## config.mk

```make
export PLATFORM = sky130hd
export DESIGN_NAME = acc_exec_stage
export DESIGN_NICKNAME = d
export VERILOG_FILES = /design/src/rtl/acc_exec_stage.sv
export SDC_FILE = /design/constraint.sdc
export NUM_CORES = 1
export LEC_CHECK = 0
export ABC_AREA = 1
export CAP_MARGIN = 20
export CORE_ASPECT_RATIO = 1.25
export CORE_MARGIN = 2
export CORE_UTILIZATION = 50
export CTS_BUF_LIST = sky130_fd_sc_hd__clkbuf_4
export DETAILED_ROUTE_END_ITERATION = 10
export PLACE_DENSITY_LB_ADDON = 0.12
export RECOVER_POWER = 50
export SLEW_MARGIN = 20
export SYNTH_ARGS = -nofsm -noshare
export SYNTH_HDL_FRONTEND = slang
export SYNTH_SLANG_ARGS = --single-unit
```

## constraint.sdc

```tcl
create_clock -name clk -period 4.2 [get_ports clk]
set_clock_uncertainty 0.2 [all_clocks]
set_input_delay 0.42 -clock clk [delete_from_list [all_inputs] [get_ports clk]]
set_output_delay 0.42 -clock clk [all_outputs]
set_load 0.1 [all_outputs]
```

## src/rtl/acc_exec_stage.sv

```systemverilog
// Execute stage for the accumulator processor: one decoded instruction per handshake,
// multi-cycle shift-add multiply, scratch register file and vectored interrupt entry/return.
module acc_exec_stage #(
    parameter int DW       = 8,
    parameter int AW       = 8,
    parameter int RF_DEPTH = 16
) (
    input  logic          clk,
    input  logic          reset,
    input  logic [4:0]    StageRegInstr_out,
    input  logic [2:0]    StageRegAddrMode_out,
    input  logic [DW-1:0] StageRegData_out,
    input  logic [AW-1:0] StageRegPCtr_out,
    input  logic          in_valid,
    output logic          in_ready,
    input  logic [AW-1:0] InteruptAdrReg,
    input  logic          int_req,
    output logic [DW-1:0] ACCout,
    output logic          coutRegout,
    output logic          zeroRegout,
    output logic          overflowRegout,
    output logic [AW-1:0] NextPctr,
    output logic          StageComplete,
    output logic          int_ack
);
    localparam int IW = $clog2(RF_DEPTH);
    localparam int CW = $clog2(DW) + 1;

    localparam logic [4:0] OP_ADD = 5'h01, OP_SUB = 5'h02, OP_AND = 5'h03, OP_OR  = 5'h04,
                           OP_XOR = 5'h05, OP_SHL = 5'h06, OP_SHR = 5'h07, OP_LDA = 5'h08,
                           OP_STA = 5'h09, OP_JMP = 5'h0A, OP_JZ  = 5'h0B, OP_JC  = 5'h0C,
                           OP_MUL = 5'h0D, OP_RETI = 5'h0E, OP_EI = 5'h0F, OP_DI  = 5'h10;

    typedef enum logic [1:0] {IDLE, EXEC, MUL, DONE} state_t;

    state_t          state_q, state_d;
    logic [4:0]      op_q, op_d;
    logic [2:0]      mode_q, mode_d;
    logic [DW-1:0]   data_q, data_d;
    logic [AW-1:0]   pc_q, pc_d;
    logic [DW-1:0]   acc_q, acc_d;
    logic            cout_q, cout_d, zero_q, zero_d, ovf_q, ovf_d;
    logic [AW-1:0]   npc_q, npc_d, saved_pc_q, saved_pc_d, pend_npc_q, pend_npc_d;
    logic            int_en_q, int_en_d, int_ack_q, int_ack_d, pend_ack_q, pend_ack_d;
    logic [2*DW-1:0] mul_a_q, mul_a_d, prod_q, prod_d;
    logic [DW-1:0]   mul_b_q, mul_b_d;
    logic [CW-1:0]   cnt_q, cnt_d;
    logic [DW-1:0]   rf_q [RF_DEPTH];

    logic            rf_we, take_int, wr, res_c, res_v;
    logic [IW-1:0]   rf_idx;
    logic [DW-1:0]   operand, res;
    logic [DW:0]     sum, diff;
    logic [AW-1:0]   npc_calc;
    logic [2*DW-1:0] mul_sum;

    always_comb begin
        state_d    = state_q;
        op_d       = op_q;
        mode_d     = mode_q;
        data_d     = data_q;
        pc_d       = pc_q;
        acc_d      = acc_q;
        cout_d     = cout_q;
        zero_d     = zero_q;
        ovf_d      = ovf_q;
        npc_d      = npc_q;
        saved_pc_d = saved_pc_q;
        pend_npc_d = pend_npc_q;
        pend_ack_d = pend_ack_q;
        int_en_d   = int_en_q;
        int_ack_d  = 1'b0;
        mul_a_d    = mul_a_q;
        mul_b_d    = mul_b_q;
        prod_d     = prod_q;
        cnt_d      = cnt_q;
        rf_we      = 1'b0;
        wr         = 1'b0;
        res        = '0;
        res_c      = 1'b0;
        res_v      = 1'b0;
        rf_idx     = data_q[IW-1:0];
        operand    = (mode_q == 3'b001) ? rf_q[rf_idx] : data_q;
        sum        = {1'b0, acc_q} + {1'b0, operand};
        diff       = {1'b0, acc_q} - {1'b0, operand};
        npc_calc   = pc_q + AW'(1);
        take_int   = int_req && int_en_q && (op_q != OP_RETI);
        mul_sum    = prod_q + (mul_b_q[0] ? mul_a_q : '0);

        unique case (state_q)
            IDLE: if (in_valid) begin
                op_d    = StageRegInstr_out;
                mode_d  = StageRegAddrMode_out;
                data_d  = StageRegData_out;
                pc_d    = StageRegPCtr_out;
                state_d = EXEC;
            end
            EXEC: begin
                case (op_q)
                    OP_ADD: begin
                        wr = 1'b1; res = sum[DW-1:0]; res_c = sum[DW];
                        res_v = (acc_q[DW-1] == operand[DW-1]) && (sum[DW-1] != acc_q[DW-1]);
                    end
                    OP_SUB: begin
                        wr = 1'b1; res = diff[DW-1:0]; res_c = diff[DW];
                        res_v = (acc_q[DW-1] != operand[DW-1]) && (diff[DW-1] != acc_q[DW-1]);
                    end
                    OP_AND:  begin wr = 1'b1; res = acc_q & operand; end
                    OP_OR:   begin wr = 1'b1; res = acc_q | operand; end
                    OP_XOR:  begin wr = 1'b1; res = acc_q ^ operand; end
                    OP_SHL:  begin wr = 1'b1; res = {acc_q[DW-2:0], 1'b0}; res_c = acc_q[DW-1]; end
                    OP_SHR:  begin wr = 1'b1; res = {1'b0, acc_q[DW-1:1]}; res_c = acc_q[0]; end
                    OP_LDA:  begin wr = 1'b1; res = operand; end
                    OP_STA:  rf_we = 1'b1;
                    OP_JMP:  npc_calc = AW'(data_q);
                    OP_JZ:   if (zero_q) npc_calc = AW'(data_q);
                    OP_JC:   if (cout_q) npc_calc = AW'(data_q);
                    OP_RETI: begin npc_calc = saved_pc_q; int_en_d = 1'b1; end
                    OP_EI:   int_en_d = 1'b1;
                    OP_DI:   int_en_d = 1'b0;
                    default: ;
                endcase
                if (wr) begin
                    acc_d  = res;
                    cout_d = res_c;
                    ovf_d  = res_v;
                    zero_d = (res == '0);
                end
                // The interrupted instruction still retires; its successor PC becomes the return point.
                if (take_int) begin
                    saved_pc_d = npc_calc;
                    npc_calc   = InteruptAdrReg;
                    int_en_d   = 1'b0;
                end
                if (op_q == OP_MUL) begin
                    pend_npc_d = npc_calc;
                    pend_ack_d = take_int;
                    mul_a_d    = {{DW{1'b0}}, acc_q};
                    mul_b_d    = operand;
                    prod_d     = '0;
                    cnt_d      = '0;
                    state_d    = MUL;
                end else begin
                    npc_d     = npc_calc;
                    int_ack_d = take_int;
                    state_d   = DONE;
                end
            end
            MUL: begin
                prod_d  = mul_sum;
                mul_a_d = mul_a_q << 1;
                mul_b_d = mul_b_q >> 1;
                cnt_d   = cnt_q + CW'(1);
                if (cnt_q == CW'(DW - 1)) begin
                    acc_d     = mul_sum[DW-1:0];
                    cout_d    = |mul_sum[2*DW-1:DW];
                    zero_d    = (mul_sum[DW-1:0] == '0);
                    ovf_d     = 1'b0;
                    npc_d     = pend_npc_q;
                    int_ack_d = pend_ack_q;
                    state_d   = DONE;
                end
            end
            DONE: state_d = IDLE;
            default: state_d = IDLE;
        endcase
    end

    always_ff @(posedge clk) begin
        if (reset) begin
            state_q    <= IDLE;
            op_q       <= '0;
            mode_q     <= '0;
            data_q     <= '0;
            pc_q       <= '0;
            acc_q      <= '0;
            cout_q     <= 1'b0;
            zero_q     <= 1'b0;
            ovf_q      <= 1'b0;
            npc_q      <= '0;
            saved_pc_q <= '0;
            pend_npc_q <= '0;
            pend_ack_q <= 1'b0;
            int_en_q   <= 1'b1;
            int_ack_q  <= 1'b0;
            mul_a_q    <= '0;
            mul_b_q    <= '0;
            prod_q     <= '0;
            cnt_q      <= '0;
            for (int i = 0; i < RF_DEPTH; i++) rf_q[i] <= '0;
        end else begin
            state_q    <= state_d;
            op_q       <= op_d;
            mode_q     <= mode_d;
            data_q     <= data_d;
            pc_q       <= pc_d;
            acc_q      <= acc_d;
            cout_q     <= cout_d;
            zero_q     <= zero_d;
            ovf_q      <= ovf_d;
            npc_q      <= npc_d;
            saved_pc_q <= saved_pc_d;
            pend_npc_q <= pend_npc_d;
            pend_ack_q <= pend_ack_d;
            int_en_q   <= int_en_d;
            int_ack_q  <= int_ack_d;
            mul_a_q    <= mul_a_d;
            mul_b_q    <= mul_b_d;
            prod_q     <= prod_d;
            cnt_q      <= cnt_d;
            if (rf_we) rf_q[rf_idx] <= acc_q;
        end
    end

    assign in_ready       = (state_q == IDLE);
    assign StageComplete  = (state_q == DONE);
    assign int_ack        = int_ack_q;
    assign ACCout         = acc_q;
    assign coutRegout     = cout_q;
    assign zeroRegout     = zero_q;
    assign overflowRegout = ovf_q;
    assign NextPctr       = npc_q;
endmodule

```

==> results of run 1 <==
worst max-delay path: stages (launching register included):
cell	delay, ns
dfxtp_2	0.50
inv_2	0.20
buf_12	0.22
nand2_1	0.09
nand3_1	0.06
nand3_1	0.10
nand2_1	0.05
nand2_1	0.09
nand3_1	0.12
nand2_1	0.11
inv_1	0.08
ha_1	0.25
fa_1	0.45
or2_2	0.31
nand3_1	0.08
nand3_1	0.06
nor3_1	0.13
nand2_1	0.09
inv_1	0.06
nand2_1	0.04
nor2_1	0.12
nand3_1	0.09
a21oi_1	0.13
cells in the final DEF, fill, tap and decap left out, types with 3 or more instances in the layout:
master and count:
nand2_1 457, a22oi_1 8, nor3_1 12, bufinv_16 4
a221oi_1 4, inv_1 131, a31oi_1 12, a21oi_1 123
inv_2 5, clkbuf_4 94, dfxtp_1 111, nand3b_1 9
edfxtp_1 128, or2_0 3, xnor2_1 8, o22ai_1 9
clkdlybuf4s50_1 47, nor2_1 217, xor2_1 8, ha_1 47
nand4_1 11, clkinv_1 19, fa_1 3, nor2_2 3
a21o_1 3, dlygate4sd3_1 9, buf_4 20, nand3_1 175
o21ai_0 86
power breakdown:
part	switching (mW)	total (mW)	internal [mW]	leakage [nW]
clock	0.999	2.27	1.27	0.516
combinational	2.55	3.49	0.943	3.46
sequential	0.243	2.94	2.70	2.23
total	3.79	8.71	4.92	6.21
worst paths after layout:
path | end | slack [ns] | cells after the start
max | zeroRegout | 0.44 | 22
min | pend_npc_q[4] | 0.15 | 3
max reg2reg | zeroRegout | 0.44 | 22
min reg2reg | NextPctr[2] | 0.26 | 2
registers in the layout, indices dropped and copies added (netlist names), named ones only:
register        flops
op_q                5
mode_q              3
mul_a_q            16
coutRegout          1
rf_q              128
state_q             2
saved_pc_q          8
mul_b_q             8
overflowRegout      1
pend_npc_q          8
cnt_q               4
pend_ack_q          1
prod_q             16
data_q              8
int_ack             1
int_en_q            1
zeroRegout          1
ACCout              8
NextPctr            8
pc_q                8
through the flow:
step / cell area, µm² / hold slack [ns] / power [mW]
after floorplan: 13000 / 0.236 / 5.49
after global placement: 13800 / 0.247 / 6.49
after detailed placement: 13800 / 0.256 / 6.50
after CTS: 14700 / 0.104 / 8.79
after global routing: 14600 / 0.136 / 9.26
final: 14600 / 0.152 / 8.71
logic make-up after synthesis:
| logic type | Yosys count | synth area share, % |
|---|---|---|
| AO/OA/AOI/OAI | 258 | 10.8 |
| XOR/XNOR | 16 | 1.08 |
| adder cells (fa/ha/maj) | 50 | 4.99 |
| buffers and inverters | 216 | 6.63 |
| flip-flops | 240 | 46.9 |
| multiplexers | 2 | 0.154 |
| AND/OR/NAND/NOR | 896 | 29.5 |
area by class of cell:
class	instances	area, µm²
Antenna cell	2	5.00
Clock buffer	94	706
Clock inverter	19	185
Fill cell	2440	10800
Inverter	142	533
Multi-Input combinational cell	1222	5920
Sequential cell	240	6090
Tap cell	335	419
Timing Repair Buffer	80	759
routing by layer:
layer / part of all wire, % / track usage [%] / vias up
met1: 40 / 31.5 / 5355
met5: 0 / 0 / -
li1: - / - / 5766
met4: 3.6 / 11.6 / 0
met2: 51 / 50.1 / 378
met3: 5.4 / 4.65 / 86
==> run metrics, run 1 <==
DRT antenna net count 0; Avg WL per Cell 17.3 µm; Post-Syn Instances 1,678; HPWL Detailed 26,000 µm; worst hold-check path type in2reg; CTS resizes 0; Total GRT Usage 27.4%; share of cells above drive strength 1 under 10%; post-placement cell count 2,019; CP Launch Type register; MaxCap Viol Count 0; most numerous cell in the Yosys netlist nand2_1; Warnings, synthesis 0; placer congestion estimate between 0.9 and 1; cts bufs inserted 66; deepest clock path buffer count 3; largest net degree at the start of global routing 65; Critical Path RT 4.60 ns; layout net count 1,838; setup ws final 0.442 ns; IO buf count 57; Fmax 0.266 GHz; Slew @ Worst Pin 1.04 ns; Cell Rows 65; CTS tree built; final setup fails 0; hold_buf cts 0; DR pass1 iterations 5; syn_area_per_cell 7.74 µm²; die height 184 µm; Yosys reg bits 240; Pwr per Cell Area 596 nW/µm²; global-route wire length before repair just under 60,000 µm; Rel. slew slack 30.2%; final WL 36,900 µm; Max FO, Critical Path 48; final cell count without fillers 2,134; Syn Nets 1,764; post-CTS setup buffer count 0; synthesized area 13,000 µm²; setup TNS 0 ns; register area share after synthesis 46.9%; Post-synth EDFFs 128; leak pwr 6.21 nW; top cells by count, synth nand2_1 (439), nor2_1 (213), nand3_1 (173); DIE WIDTH approximately 150 µm; vias in the first global route 11,500; initial antenna violation count 1; RSZ-0062 raised after global routing no; Starting Density 51.2%; share of the synthesized area in the top cell type 29.6%; Synth area leader edfxtp_1; top_reg_cell synth edfxtp_1; via count 11,600; clk_lat worst skew just under 0.7 ns; count of pins over their slew limit 0; peak supply drop between 0.5 and 0.6 mV; Synth async-reset ratio 0%; synth top area cells edfxtp_1 (30%), dfxtp_1 (17%), nand2_1 (13%), nand3_1 (6.7%), nor2_1 (6.2%); GRT overflow 0; critical path class reg2reg; critical hold path startpoint InteruptAdrReg[4]; final worst-path cycle share 89.5%; Vias/cell between 5 and 6; clk sinks 240; Ports slightly below 60; area grow syn2layout 12.5%; drt initial violations 737; # DRC 0; min Tclk post-route 3.76 ns; WP data arrival 4.16 ns; pre-CTS setup slack 0.499 ns; H-tree depth 3; Crit. End Element register; core area 25,400 µm²; Clock transition at path regs 0.07 ns; CTS Root Buffer Type clkbuf_4; final core utilization 57.6%; status complete, no violations; die footprint 27,300 µm²; Hold Fails Final Rpt 0; Unique masters post-synth 48
(Power assumes the default switching activity.)
==> run 2, diff against run 1 <==
--- a/config.mk
+++ b/config.mk
@@ -9,7 +9,7 @@
 export CAP_MARGIN = 20
 export CORE_ASPECT_RATIO = 1.25
 export CORE_MARGIN = 2
-export CORE_UTILIZATION = 50
+export CORE_UTILIZATION = 45
 export CTS_BUF_LIST = sky130_fd_sc_hd__clkbuf_4
 export DETAILED_ROUTE_END_ITERATION = 10
 export PLACE_DENSITY_LB_ADDON = 0.12
==> run 2 against run 1 <==
Net effect: non-clock buffer count is 3 lower; largest power group unchanged; maximum frequency increased by 3.1%; critical path depth down 15; core utilization shrank 6.5 points; sequential share of layout area increased by 0.27 points; clock-buffer cell count increased by 1; cell count up 0.61%; worst setup slack gained 0.11 ns; first-iteration DRC count is 11% lower.
==> run metrics, run 2 (synthesis results as in run 1) <==
status complete, no violations; Starting Density 45.7%; DR pass1 iterations 5; clock network fraction of total power 23.9%; RR Startpoint op_q[0]; die height ~190 µm; fillers 2,874; Pwr per Cell Area 580 nW/µm²; delay-heaviest family, CP simple AND/OR/NAND/NOR gates; leak pwr 6.15 nW; count of pins over their slew limit 0; Vias/cell roughly 5.3; worst hold-check path type in2reg; Sw Ratio 44.5%; clk sinks 240; pre-CTS setup slack 0.726 ns; Fmax 0.274 GHz; crit path buf inv count 1; met1 WL 15,300 µm; hold depth 3; sw power approximately 3.7 mW; Clock transition at path regs 0.08 ns; critical hold path startpoint StageRegAddrMode_out[2]; min Tclk post-route 3.65 ns; reg2reg path depth 7; hold_buf cts 0; Biggest register rf_q; via count 11,400; final worst-path cycle share between 80% and 90%; slowest CP cell inv_1; most frequent cells in the layout nand2_1 (458), nor2_1 (217), nand3_1 (175), inv_1 (132), edfxtp_1 (128); Max FO, Critical Path 42; highest metal used met4; met3 routed WL 1710 µm; final core utilization 51.1%; global-route wire length before repair 59,100 µm; multi-input gate area in the final layout 5920 µm²; hold endpoint mode_q[2]; initial antenna violation count 1; share of cells above drive strength 1 7.37%; Logic pwr share 41.3%; setup ws final between 0.5 and 0.6 ns; DRT antenna net count 0; deepest clock path buffer count 3; drt initial violations 656; FF+latch area roughly 6100 µm²; Cell Rows 69; peak supply drop 0.448 mV; IO buf count 57; Total GRT Usage between 20% and 30%; clk_lat worst skew 0.77 ns; flop2flop setup slack 0.55 ns; CTS Root Buffer Type clkbuf_4; RSZ-0062 raised after global routing no; H-tree depth 2; CP most frequent cell nor2_1; vias in the first global route 11,400; largest net degree at the start of global routing 65; max reg flops approximately 130; Slew @ Worst Pin ~1.4 ns; Rel. slew slack under 10%; worst-path cell chain nand3_1 > nor2_1 > nor2_1 > nor2_1 > inv_1 > a21oi_1 > a21oi_1; Hold Fails Final Rpt 0; Ports 58; cell internal power dissipation approximately 4.7 mW; Avg WL per Cell 17.3 µm; placer congestion estimate 0.961; GRT overflow 0; final setup fails 0; area grow syn2layout 11.8%; # DRC 0; Fin Hold WS approximately 0.080 ns; commonest non-fill, non-tap cell in the layout nand2_1; CTS resizes 0; MaxCap Viol Count 0; final WL approximately 37,000 µm; FF-to-FF End mul_b_q[4]; post-CTS setup buffer count 0; critical path class reg2reg; Critical Path RT 4.60 ns; core area 28,400 µm²; WP data arrival 4.04 ns; HPWL Detailed 26,100 µm; CP Launch Type register; layout net count 1,828; die footprint 30,200 µm²; largest registers rf_q x128, mul_a_q x16, prod_q x16; CTS tree built; CP max stage delay 0.91 ns; Crit. End Element register; Seq pwr share 34.8%; DIE WIDTH around 160 µm; cts bufs inserted 59; met2 WL about 19,000 µm; setup TNS 0 ns
-- run 2: worst max path at each step --
stage          startpoint          to  cells after the start
3_5_place_dp     register  zeroRegout                     20
4_1_cts          register  zeroRegout                     20
3_3_place_gp     register  zeroRegout                     20
2_1_floorplan   ACCout[2]  zeroRegout                     17
6_report          op_q[0]  mul_b_q[4]                      7
5_1_grt           op_q[0]  mul_b_q[4]                      7
-- run 2: per-stage QoR --
stage	power (mW)	instances	instance area [µm²]
3_3_place_gp	6.48	2036	13900
4_1_cts	8.53	2146	14600
6_report	8.42	2147	14500
5_1_grt	9.01	2147	14500
2_1_floorplan	5.49	1678	13000
3_5_place_dp	6.49	2036	13900
-- run 2: area by class of cell --
type	instances	area share (%)
Inverter	142	3.67
Multi-Input combinational cell	1222	40.7
Clock buffer	95	4.91
Timing Repair Buffer	77	5.16
Sequential cell	240	41.9
Tap cell	355	3.06
Antenna cell	1	0.0172
Clock inverter	15	0.517
-- run 2: power groups by stage --
stage	sequential, mW	combinational [mW]	clock, mW
after floorplan	3.31	2.18	0
after global placement	2.99	3.49	0
after detailed placement	2.99	3.51	0
after CTS	2.94	3.52	2.07
after global routing	2.96	3.86	2.19
final	2.93	3.47	2.01
-- run 2: layer usage --
layer,up-vias,global-route usage (%)
li1,5738,-
met1,5289,29.4
met2,274,44.8
met3,91,4.02
met4,0,9.31
met5,-,0
-- run 2: worst register-to-register path, delay by kind of cell (launching register included) --
kind / cells / cell delay [ns]
compound gates: 2 / 0.53
buf+inv: 1 / 0.91
simple gates: 4 / 1.36
flops: 1 / 0.50
